[src/rtl/branch_resolve_unit_pkg.sv]
// Branch condition codes shared by the resolve unit, its compare core and its bus interface.
package branch_pkg;
  localparam int BR_OP_W = 3;

  localparam logic [BR_OP_W-1:0] BR_NONE = 3'b000;
  localparam logic [BR_OP_W-1:0] BR_LT   = 3'b001;
  localparam logic [BR_OP_W-1:0] BR_EQ   = 3'b010;
  localparam logic [BR_OP_W-1:0] BR_GT   = 3'b011;
  localparam logic [BR_OP_W-1:0] BR_NE   = 3'b100;
  localparam logic [BR_OP_W-1:0] BR_GE   = 3'b101;
  localparam logic [BR_OP_W-1:0] BR_LTU  = 3'b110;
  localparam logic [BR_OP_W-1:0] BR_GEU  = 3'b111;
endpackage

[src/rtl/branch_resolve_unit_if.sv]
// Issue/result bus of the branch resolve unit; master = EX control, slave = resolve unit.
interface branch_resolve_unit_if
  import branch_pkg::*;
#(
  parameter int WIDTH = 16,
  parameter int CNT_W = 8
);
  logic               valid_in;
  logic [BR_OP_W-1:0] branch_op;
  logic [WIDTH-1:0]   operand_a;
  logic [WIDTH-1:0]   operand_b;
  logic               pred_taken;
  logic               stall;
  logic               flush_in;
  logic               cnt_clr;
  logic               valid_out;
  logic               taken;
  logic               mispredict;
  logic [CNT_W-1:0]   misp_count;

  modport master (
    output valid_in, branch_op, operand_a, operand_b, pred_taken, stall, flush_in, cnt_clr,
    input  valid_out, taken, mispredict, misp_count
  );

  modport slave (
    input  valid_in, branch_op, operand_a, operand_b, pred_taken, stall, flush_in, cnt_clr,
    output valid_out, taken, mispredict, misp_count
  );
endinterface

[src/rtl/branch_resolve_unit_cmp.sv]
// Combinational condition evaluation: (op, a, b) -> taken. NONE and unknown codes are never taken.
module branch_cmp_core
  import branch_pkg::*;
#(
  parameter int WIDTH = 16
) (
  input  logic [BR_OP_W-1:0] op_i,
  input  logic [WIDTH-1:0]   a_i,
  input  logic [WIDTH-1:0]   b_i,
  output logic               taken_o
);
  logic eq, lt_s, lt_u;

  assign eq   = (a_i == b_i);
  assign lt_u = (a_i < b_i);
  assign lt_s = ($signed(a_i) < $signed(b_i));

  always_comb begin
    taken_o = 1'b0;
    case (op_i)
      BR_LT:   taken_o = lt_s;
      BR_EQ:   taken_o = eq;
      BR_GT:   taken_o = !lt_s && !eq;
      BR_NE:   taken_o = !eq;
      BR_GE:   taken_o = !lt_s;
      BR_LTU:  taken_o = lt_u;
      BR_GEU:  taken_o = !lt_u;
      default: taken_o = 1'b0;
    endcase
  end
endmodule

[src/rtl/branch_resolve_unit.sv]
// EX-stage branch resolution: optional operand stage, registered outcome/mispredict, saturating
// mispredict counter. Priority at each edge: reset > flush > stall > new entry.
module branch_resolve_unit
  import branch_pkg::*;
#(
  parameter int WIDTH   = 16,
  parameter int LATENCY = 1,
  parameter int CNT_W   = 8
) (
  input logic                  clk,
  input logic                  rst_n,
  branch_resolve_unit_if.slave br
);
  logic               src_vld, src_pred;
  logic [BR_OP_W-1:0] src_op;
  logic [WIDTH-1:0]   src_a, src_b;

  generate
    if (LATENCY == 2) begin : g_in_stage
      logic               s1_vld_q, s1_pred_q;
      logic [BR_OP_W-1:0] s1_op_q;
      logic [WIDTH-1:0]   s1_a_q, s1_b_q;

      always_ff @(posedge clk) begin
        if (!rst_n) begin
          s1_vld_q  <= 1'b0;
          s1_pred_q <= 1'b0;
          s1_op_q   <= BR_NONE;
          s1_a_q    <= '0;
          s1_b_q    <= '0;
        end else if (br.flush_in) begin
          s1_vld_q  <= 1'b0;
        end else if (!br.stall) begin
          s1_vld_q  <= br.valid_in;
          s1_pred_q <= br.pred_taken;
          s1_op_q   <= br.branch_op;
          s1_a_q    <= br.operand_a;
          s1_b_q    <= br.operand_b;
        end
      end

      assign src_vld  = s1_vld_q;
      assign src_pred = s1_pred_q;
      assign src_op   = s1_op_q;
      assign src_a    = s1_a_q;
      assign src_b    = s1_b_q;
    end else begin : g_no_in_stage
      assign src_vld  = br.valid_in;
      assign src_pred = br.pred_taken;
      assign src_op   = br.branch_op;
      assign src_a    = br.operand_a;
      assign src_b    = br.operand_b;
    end
  endgenerate

  logic cmp_taken;

  branch_cmp_core #(.WIDTH(WIDTH)) u_cmp (
    .op_i    (src_op),
    .a_i     (src_a),
    .b_i     (src_b),
    .taken_o (cmp_taken)
  );

  logic             vld_q, taken_q, misp_q;
  logic             vld_d, taken_d, misp_d;
  logic [CNT_W-1:0] cnt_q, cnt_d;
  logic             advance, res_misp;

  // A NONE entry never takes, so its mispredict reduces to the prediction itself.
  assign res_misp = src_vld && (cmp_taken != src_pred);
  assign advance  = !br.flush_in && !br.stall;

  always_comb begin
    vld_d   = vld_q;
    taken_d = taken_q;
    misp_d  = misp_q;
    cnt_d   = cnt_q;
    if (br.flush_in) begin
      vld_d   = 1'b0;
      taken_d = 1'b0;
      misp_d  = 1'b0;
    end else if (!br.stall) begin
      vld_d   = src_vld;
      taken_d = src_vld && cmp_taken;
      misp_d  = res_misp;
    end
    // Count only results actually registered this edge; held results were already counted.
    if (br.cnt_clr)
      cnt_d = '0;
    else if (advance && res_misp && (cnt_q != {CNT_W{1'b1}}))
      cnt_d = cnt_q + 1'b1;
  end

  always_ff @(posedge clk) begin
    if (!rst_n) begin
      vld_q   <= 1'b0;
      taken_q <= 1'b0;
      misp_q  <= 1'b0;
      cnt_q   <= '0;
    end else begin
      vld_q   <= vld_d;
      taken_q <= taken_d;
      misp_q  <= misp_d;
      cnt_q   <= cnt_d;
    end
  end

  assign br.valid_out  = vld_q;
  assign br.taken      = taken_q;
  assign br.mispredict = misp_q;
  assign br.misp_count = cnt_q;
endmodule

[src/flat_wrapper.sv]
// flat-port wrapper written by rule: the top's interface ports become plain ports
module branch_resolve_unit_flat import branch_pkg::*;
#(
  parameter int WIDTH   = 16,
  parameter int LATENCY = 1,
  parameter int CNT_W   = 8
)
  (clk, rst_n, br_valid_in, br_branch_op, br_operand_a, br_operand_b, br_pred_taken, br_stall, br_flush_in, br_cnt_clr, br_valid_out, br_taken, br_mispredict, br_misp_count);
  branch_resolve_unit_if #(.WIDTH(WIDTH), .CNT_W(CNT_W)) br_i ();
  input logic clk;
  input logic rst_n;
  input wire logic [$bits(br_i.valid_in)-1:0] br_valid_in;
  input wire logic [$bits(br_i.branch_op)-1:0] br_branch_op;
  input wire logic [$bits(br_i.operand_a)-1:0] br_operand_a;
  input wire logic [$bits(br_i.operand_b)-1:0] br_operand_b;
  input wire logic [$bits(br_i.pred_taken)-1:0] br_pred_taken;
  input wire logic [$bits(br_i.stall)-1:0] br_stall;
  input wire logic [$bits(br_i.flush_in)-1:0] br_flush_in;
  input wire logic [$bits(br_i.cnt_clr)-1:0] br_cnt_clr;
  output wire logic [$bits(br_i.valid_out)-1:0] br_valid_out;
  output wire logic [$bits(br_i.taken)-1:0] br_taken;
  output wire logic [$bits(br_i.mispredict)-1:0] br_mispredict;
  output wire logic [$bits(br_i.misp_count)-1:0] br_misp_count;
  assign br_i.valid_in = br_valid_in;
  assign br_i.branch_op = br_branch_op;
  assign br_i.operand_a = br_operand_a;
  assign br_i.operand_b = br_operand_b;
  assign br_i.pred_taken = br_pred_taken;
  assign br_i.stall = br_stall;
  assign br_i.flush_in = br_flush_in;
  assign br_i.cnt_clr = br_cnt_clr;
  assign br_valid_out = br_i.valid_out;
  assign br_taken = br_i.taken;
  assign br_mispredict = br_i.mispredict;
  assign br_misp_count = br_i.misp_count;
  branch_resolve_unit #(.WIDTH(WIDTH), .LATENCY(LATENCY), .CNT_W(CNT_W)) u_core (.clk(clk), .rst_n(rst_n), .br(br_i));
endmodule
[config.mk]
export PLATFORM = sky130hd
export DESIGN_NAME = branch_resolve_unit_flat
export DESIGN_NICKNAME = d
export VERILOG_FILES = /design/src/rtl/branch_resolve_unit_pkg.sv /design/src/rtl/branch_resolve_unit_if.sv /design/src/rtl/branch_resolve_unit_cmp.sv /design/src/rtl/branch_resolve_unit.sv /design/src/flat_wrapper.sv
export SDC_FILE = /design/constraint.sdc
export NUM_CORES = 1
export LEC_CHECK = 0
export BUFFER_PORTS_ARGS = -buffer_cell sky130_fd_sc_hd__buf_4
export CAP_MARGIN = 20
export CORE_MARGIN = 2
export CORE_UTILIZATION = 40
export DETAILED_ROUTE_END_ITERATION = 8
export PLACE_DENSITY = 0.74
export SETUP_SLACK_MARGIN = 0.3
export SLEW_MARGIN = 20
export SYNTH_ARGS = -nofsm -noshare
export SYNTH_HDL_FRONTEND = slang
export SYNTH_SLANG_ARGS = --single-unit
[constraint.sdc]
create_clock -name clk -period 9.06 [get_ports clk]
set_input_delay 1.812 -clock clk [delete_from_list [all_inputs] [get_ports clk]]
set_output_delay 1.812 -clock clk [all_outputs]
set_load 0.02 [all_outputs]
==> impl_metrics.toml, run 1 <==
[run_status]
status = "complete, no violations"

[power_and_ir_drop]
swShare = 0.324
vdd_drop_max_uv = 82.1
p_leak_uw = 0.000787
clkPwrFrac = 0.262
switchingPower_uw = 43.5
power_density_mw_per_mm2 = 78.5
internal-power_uw = 90.8
combPwrFrac = 0.372
p_total_uw = 134
power.share.sequential = 0.366

[clock_network]
cts_tree = "yes"
post_cts_buffers = 0
clk_pin_slew_ns = 0.07
cts.sinks = 11
cts_resized = 0
clkLatencyLatePin_ns = 0.28
cts_buffers = 3
cts_hold_buf = 0
cts-root-buf = "clkbuf_4"
cts_buffer_depth = 2
h-tree-depth = 1

[timing]
maxSlewViolCount = 0
finalCriticalPeriod_ns = 4.19
final.setup.worst_slack_ns = 4.87
skew_ns = 0.00571
setup_viol = 0
period_share = 0.462
slew_headroom = 0.626
tns_ns = 0
max_freq_mhz = 239
hold_slack_ns = 0.466
tightest_slew_ns = 0.557
rsz0062_at_grt = "no"
hold_violations = 0

[routing]
viasPerCell = 5.08
antenna_left = 0
via_count = 1337
drt_wl_total_mm = 2.97
firstDrtPassIters = 4
drt_iter0_markers = 37
wl_per_cell_um = 11.3
drc = 0

[finish]
layout_common_cells = "buf_4, inv_1, ha_1"
fin_cells = 263
nets = 279
drive_above_1_share = 0.315
syn_to_final_growth_pct = 36.4
final_common_cell = "buf_4"
diodes = 0

[global_routing]
antenna_found_initial = 0
grt_max_degree = 10
grt_pass1_vias = 1189
grt_pass1_wl_mm = 4.88
grt-ovfl-total = 0
grt_use_total = 0.175

[worst_setup_path]
cp-end-kind = "flop"
path_class = "input port to flop"
critical_path_peak_fanout = 8
crit_arrival_ns = 4.34
crit_required_ns = 9.21
startpoint_type = "input port"

[floorplanning]
coreArea_mm2 = 0.00303
initial_core_util = 0.414
die_h_um = 60.0
rows = 20
io_pins = 53
chipWidth_um = 60.0
die_area_mm2 = 0.00360

[synthesis]
ys.flop_type = "dfxtp_1"
yosysSeqAreaShare = 0.175
syn_area_per_cell_um2 = 7.61
synth-edff-count = 0
synthArstFlopShare = 0
ys_types = 43
syn_nets = 224
syn-cell-area_mm2 = 0.00125
syn-instance-count = 165
synth_seq_cells = 11
yosysWarnings = 0

[min_path]
hold_path_class = "flop to flop"

[place]
dp_hpwl_mm = 2.43
pre_cts_slack_ns = 4.61
dp_cells = 259
portBuffers = 52
gp_congestion = 0.880

[job]
cap_violations = 0
Yosys cell counts (2+ instances only):
cell type,number,share of area
dfxtp_1,11,0.18
nand2b_1,8,0.040
nand3_1,12,0.048
inv_1,17,0.051
o21ai_2,3,0.021
and3_1,4,0.020
nor3_1,4,0.016
a211o_1,3,0.021
a21oi_1,13,0.052
nand4_1,8,0.040
mux2i_1,2,0.016
o21ai_1,2,0.0080
nand2_1,15,0.045
nor2b_1,2,0.010
nor4_1,3,0.015
nor2_1,8,0.024
ha_1,17,0.17
a21o_1,3,0.018
o21ai_0,6,0.024
kinds of logic after synthesis:
logic type,share of synthesized area
AND/OR/NAND/NOR,0.353
AO/OA/AOI/OAI,0.223
buffers and inverters,0.0628
adder cells (fa/ha/maj),0.169
flip-flops,0.175
multiplexers,0.0160
power by group through the flow:
stage / combinational (uW) / sequential, uW / clock, uW
detailed placement: 50.0 / 50.3 / 0
global placement: 49.4 / 50.3 / 0
global route: 56.6 / 49.2 / 37.8
CTS: 50.2 / 49.2 / 36.7
floorplan: 29.6 / 50.9 / 0
finish: 50.0 / 49.2 / 35.2
registers in the layout, summed over array words and instances (netlist names):
register and flops:
u_core.br.valid_out 1, u_core.br.mispredict 1, u_core.br.taken 1, u_core.br.misp_count 8
layout make-up:
cell class	instances	area, um2
clock buffer	4	26.3
inverter	17	63.8
fill	297	1320
sequential	11	220
timing repair buffer	52	390
multi-input combinational	135	956
tap	44	55.1
worst max-delay path, stage by stage:
cell	delay [ns]
buf_4	0.11
ha_1	0.36
nand4_2	0.15
nor4_2	0.32
a21bo_2	0.28
and3_4	0.19
a21oi_2	0.13
and3_1	0.37
a21oi_1	0.14
o41ai_1	0.37
a21oi_1	0.10
per-stage QoR:
stage | util | area, um2
detailed placement | 0.557 | 1690
floorplan | - | 1250
global route | 0.565 | 1710
finish | 0.565 | 1710
CTS | 0.565 | 1710
global placement | 0.557 | 1690
per-layer routing:
metal,vias up,share of wire,track usage,wire (um)
met5,-,0,0,0
met4,0,0.018,0.0540,52
met3,8,0.061,0.0411,180
met2,37,0.49,0.304,1450
met1,575,0.43,0.211,1290
li1,717,-,-,-
worst paths after layout:
path | from | end | cells past startpoint | slack [ns]
min reg2reg | u_core.br.valid_out | u_core.br.valid_out | 2 | 0.47
max reg2reg | u_core.br.misp_count[2] | u_core.br.misp_count[4] | 7 | 6.97
min | u_core.br.valid_out | u_core.br.valid_out | 2 | 0.47
max | br_operand_a[15] | u_core.br.misp_count[6] | 11 | 4.87
No activity file was read; power rests on OpenSTA's default activity.
==> run 2, diff against run 1 <==
==> constraint.sdc (replaced) <==
create_clock -name clk -period 4.3 [get_ports clk]
set_input_delay 0.86 -clock clk [delete_from_list [all_inputs] [get_ports clk]]
set_output_delay 0.86 -clock clk [all_outputs]
set_load 0.02 [all_outputs]
==> impl_metrics.toml, run 2 (synthesis gave the netlist of run 1 again) <==
[run_status]
status = "complete, no violations"

[timing]
tns_ns = 0
setup_viol = 0
rsz0062_at_grt = "no"
tightest_slew_ns = 0.591
slew_headroom = 0.603
finalCriticalPeriod_ns = 3.21
max_freq_mhz = 311
period_share = 0.748
final.setup.worst_slack_ns = 1.09
skew_ns = 0.00192
maxSlewViolCount = 0
hold_violations = 0

[finish]
multi_input_area_um2 = 956
layout_common_cells = "buf_4, inv_1, ha_1"
final_common_cell = "buf_4"
nets = 279
largest_register_ffs = 8
fin_area_mm2 = 0.00171
syn_to_final_growth_pct = 36.4
fill_cells = 293
diodes = 0
seqCellArea_um2 = 220
drive_above_1_share = 0.315

[place]
gp_congestion = 0.880
dp_hpwl_mm = 2.41
pre_cts_slack_ns = 0.798
portBuffers = 52
postPlaceCellArea_mm2 = 0.00169

[power_and_ir_drop]
vdd_drop_max_uv = 152
p_total_uw = 283
power_density_mw_per_mm2 = 165
p_leak_uw = 0.000787

[min_path]
hp-start = "u_core.br.taken"
hold_depth = 2
hold_path_class = "flop to flop"
holdPathEnd = "u_core.br.taken"

[worst_setup_path]
critical_path_peak_fanout = 8
worst-path-buf-inv = 2
startpoint_type = "input port"
cp-end-kind = "flop"
crit_arrival_ns = 3.37
cp_top_family = "simple AND/OR/NAND/NOR gates"
slowest_stage = "and3_1"
reg2reg_from = "u_core.br.misp_count[2]"
rrSetupSlack_ns = 2.19
cpMostUsedCell = "a21oi_1"
crit_required_ns = 4.46
path_cells = "buf_4 -> inv_1 -> ha_1 -> nand4_2 -> nor4_2 -> a21bo_2 -> and3_4 -> a21oi_2 -> and3_1 -> a21oi_1 -> o41ai_1 -> a21oi_1"
slowest_delay_ns = 0.39
r2r_end = "u_core.br.misp_count[4]"
r2r_cells = 7
path_class = "input port to flop"

[routing]
drc = 0
wl_per_cell_um = 11.4
viasPerCell = 5.19
firstDrtPassIters = 4
drt_iter0_markers = 61
drt_wl_total_mm = 2.99
antenna_left = 0
via_count = 1365

[global_routing]
antenna_found_initial = 0
grt-ovfl-total = 0
grt.busiest_layer = "met2"
grtUsageMet3 = 0.0325
grt_max_degree = 10
use_met2 = 0.301
grt_pass1_wl_mm = 4.93
grt_pass1_vias = 1153
grt_use_total = 0.179
grt_use_met1 = 0.225

[job]
cap_violations = 0

[floorplanning]
rows = 20
die_h_um = 60.0
chipWidth_um = 60.0
io_pins = 53
coreArea_mm2 = 0.00303
die_area_mm2 = 0.00360
initial_core_util = 0.414

[clock_network]
cts_hold_buf = 0
cts_buffers = 3
cts.sinks = 11
cts_tree = "yes"
cts_buffer_depth = 2
h-tree-depth = 1
post_cts_buffers = 0
clk_pin_slew_ns = 0.07
cts_resized = 0
cts-root-buf = "clkbuf_4"
clkLatencyLatePin_ns = 0.28
[run 2: layer usage]
metal / vias up / routed length, um
met5: - / 0
met4: 0 / 46
met3: 5 / 194
met2: 42 / 1440
met1: 601 / 1300
li1: 717 / -
[run 2: how the worst max path moves through the flow]
stage | from | to | slack, ns | depth (start not counted)
after floorplan | br_operand_b[15] | u_core.br.misp_count[4] | 1.16 | 12
after global placement | br_operand_a[15] | u_core.br.misp_count[6] | 0.86 | 11
after detailed placement | br_operand_b[15] | u_core.br.misp_count[6] | 0.80 | 12
after CTS | br_operand_b[15] | u_core.br.misp_count[6] | 1.10 | 12
after global routing | br_operand_b[14] | u_core.br.mispredict | 0.90 | 12
final | br_operand_b[15] | u_core.br.misp_count[6] | 1.09 | 12
[run 2: per-stage QoR]
stage / instances / util / hold WS [ns]
2_1_floorplan: 165 / - / 0.533
3_3_place_gp: 259 / 0.557 / 0.446
3_5_place_dp: 259 / 0.557 / 0.458
4_1_cts: 263 / 0.565 / 0.468
5_1_grt: 263 / 0.565 / 0.493
6_report: 263 / 0.565 / 0.465
[run 2: report_power, final]
part / internal, uW / total (uW) / switching (uW)
Combinational: 52.4 / 105 / 52.6
Sequential: 103 / 104 / 0.775
Clock: 36.1 / 73.9 / 37.9
[run 2: layout make-up]
| class | count | area share |
|---|---|---|
| tap | 44 | 0.0322 |
| multi-input combinational | 135 | 0.558 |
| timing repair buffer | 52 | 0.228 |
| clock buffer | 4 | 0.0154 |
| sequential | 11 | 0.129 |
| inverter | 17 | 0.0373 |
[run 2: tightest hold or removal path: cells and delay by family, from the launching register on]
family / cells / cell delay (ns)
simple gates: 1 / 0.06
compound gates: 1 / 0.05
flops: 1 / 0.31
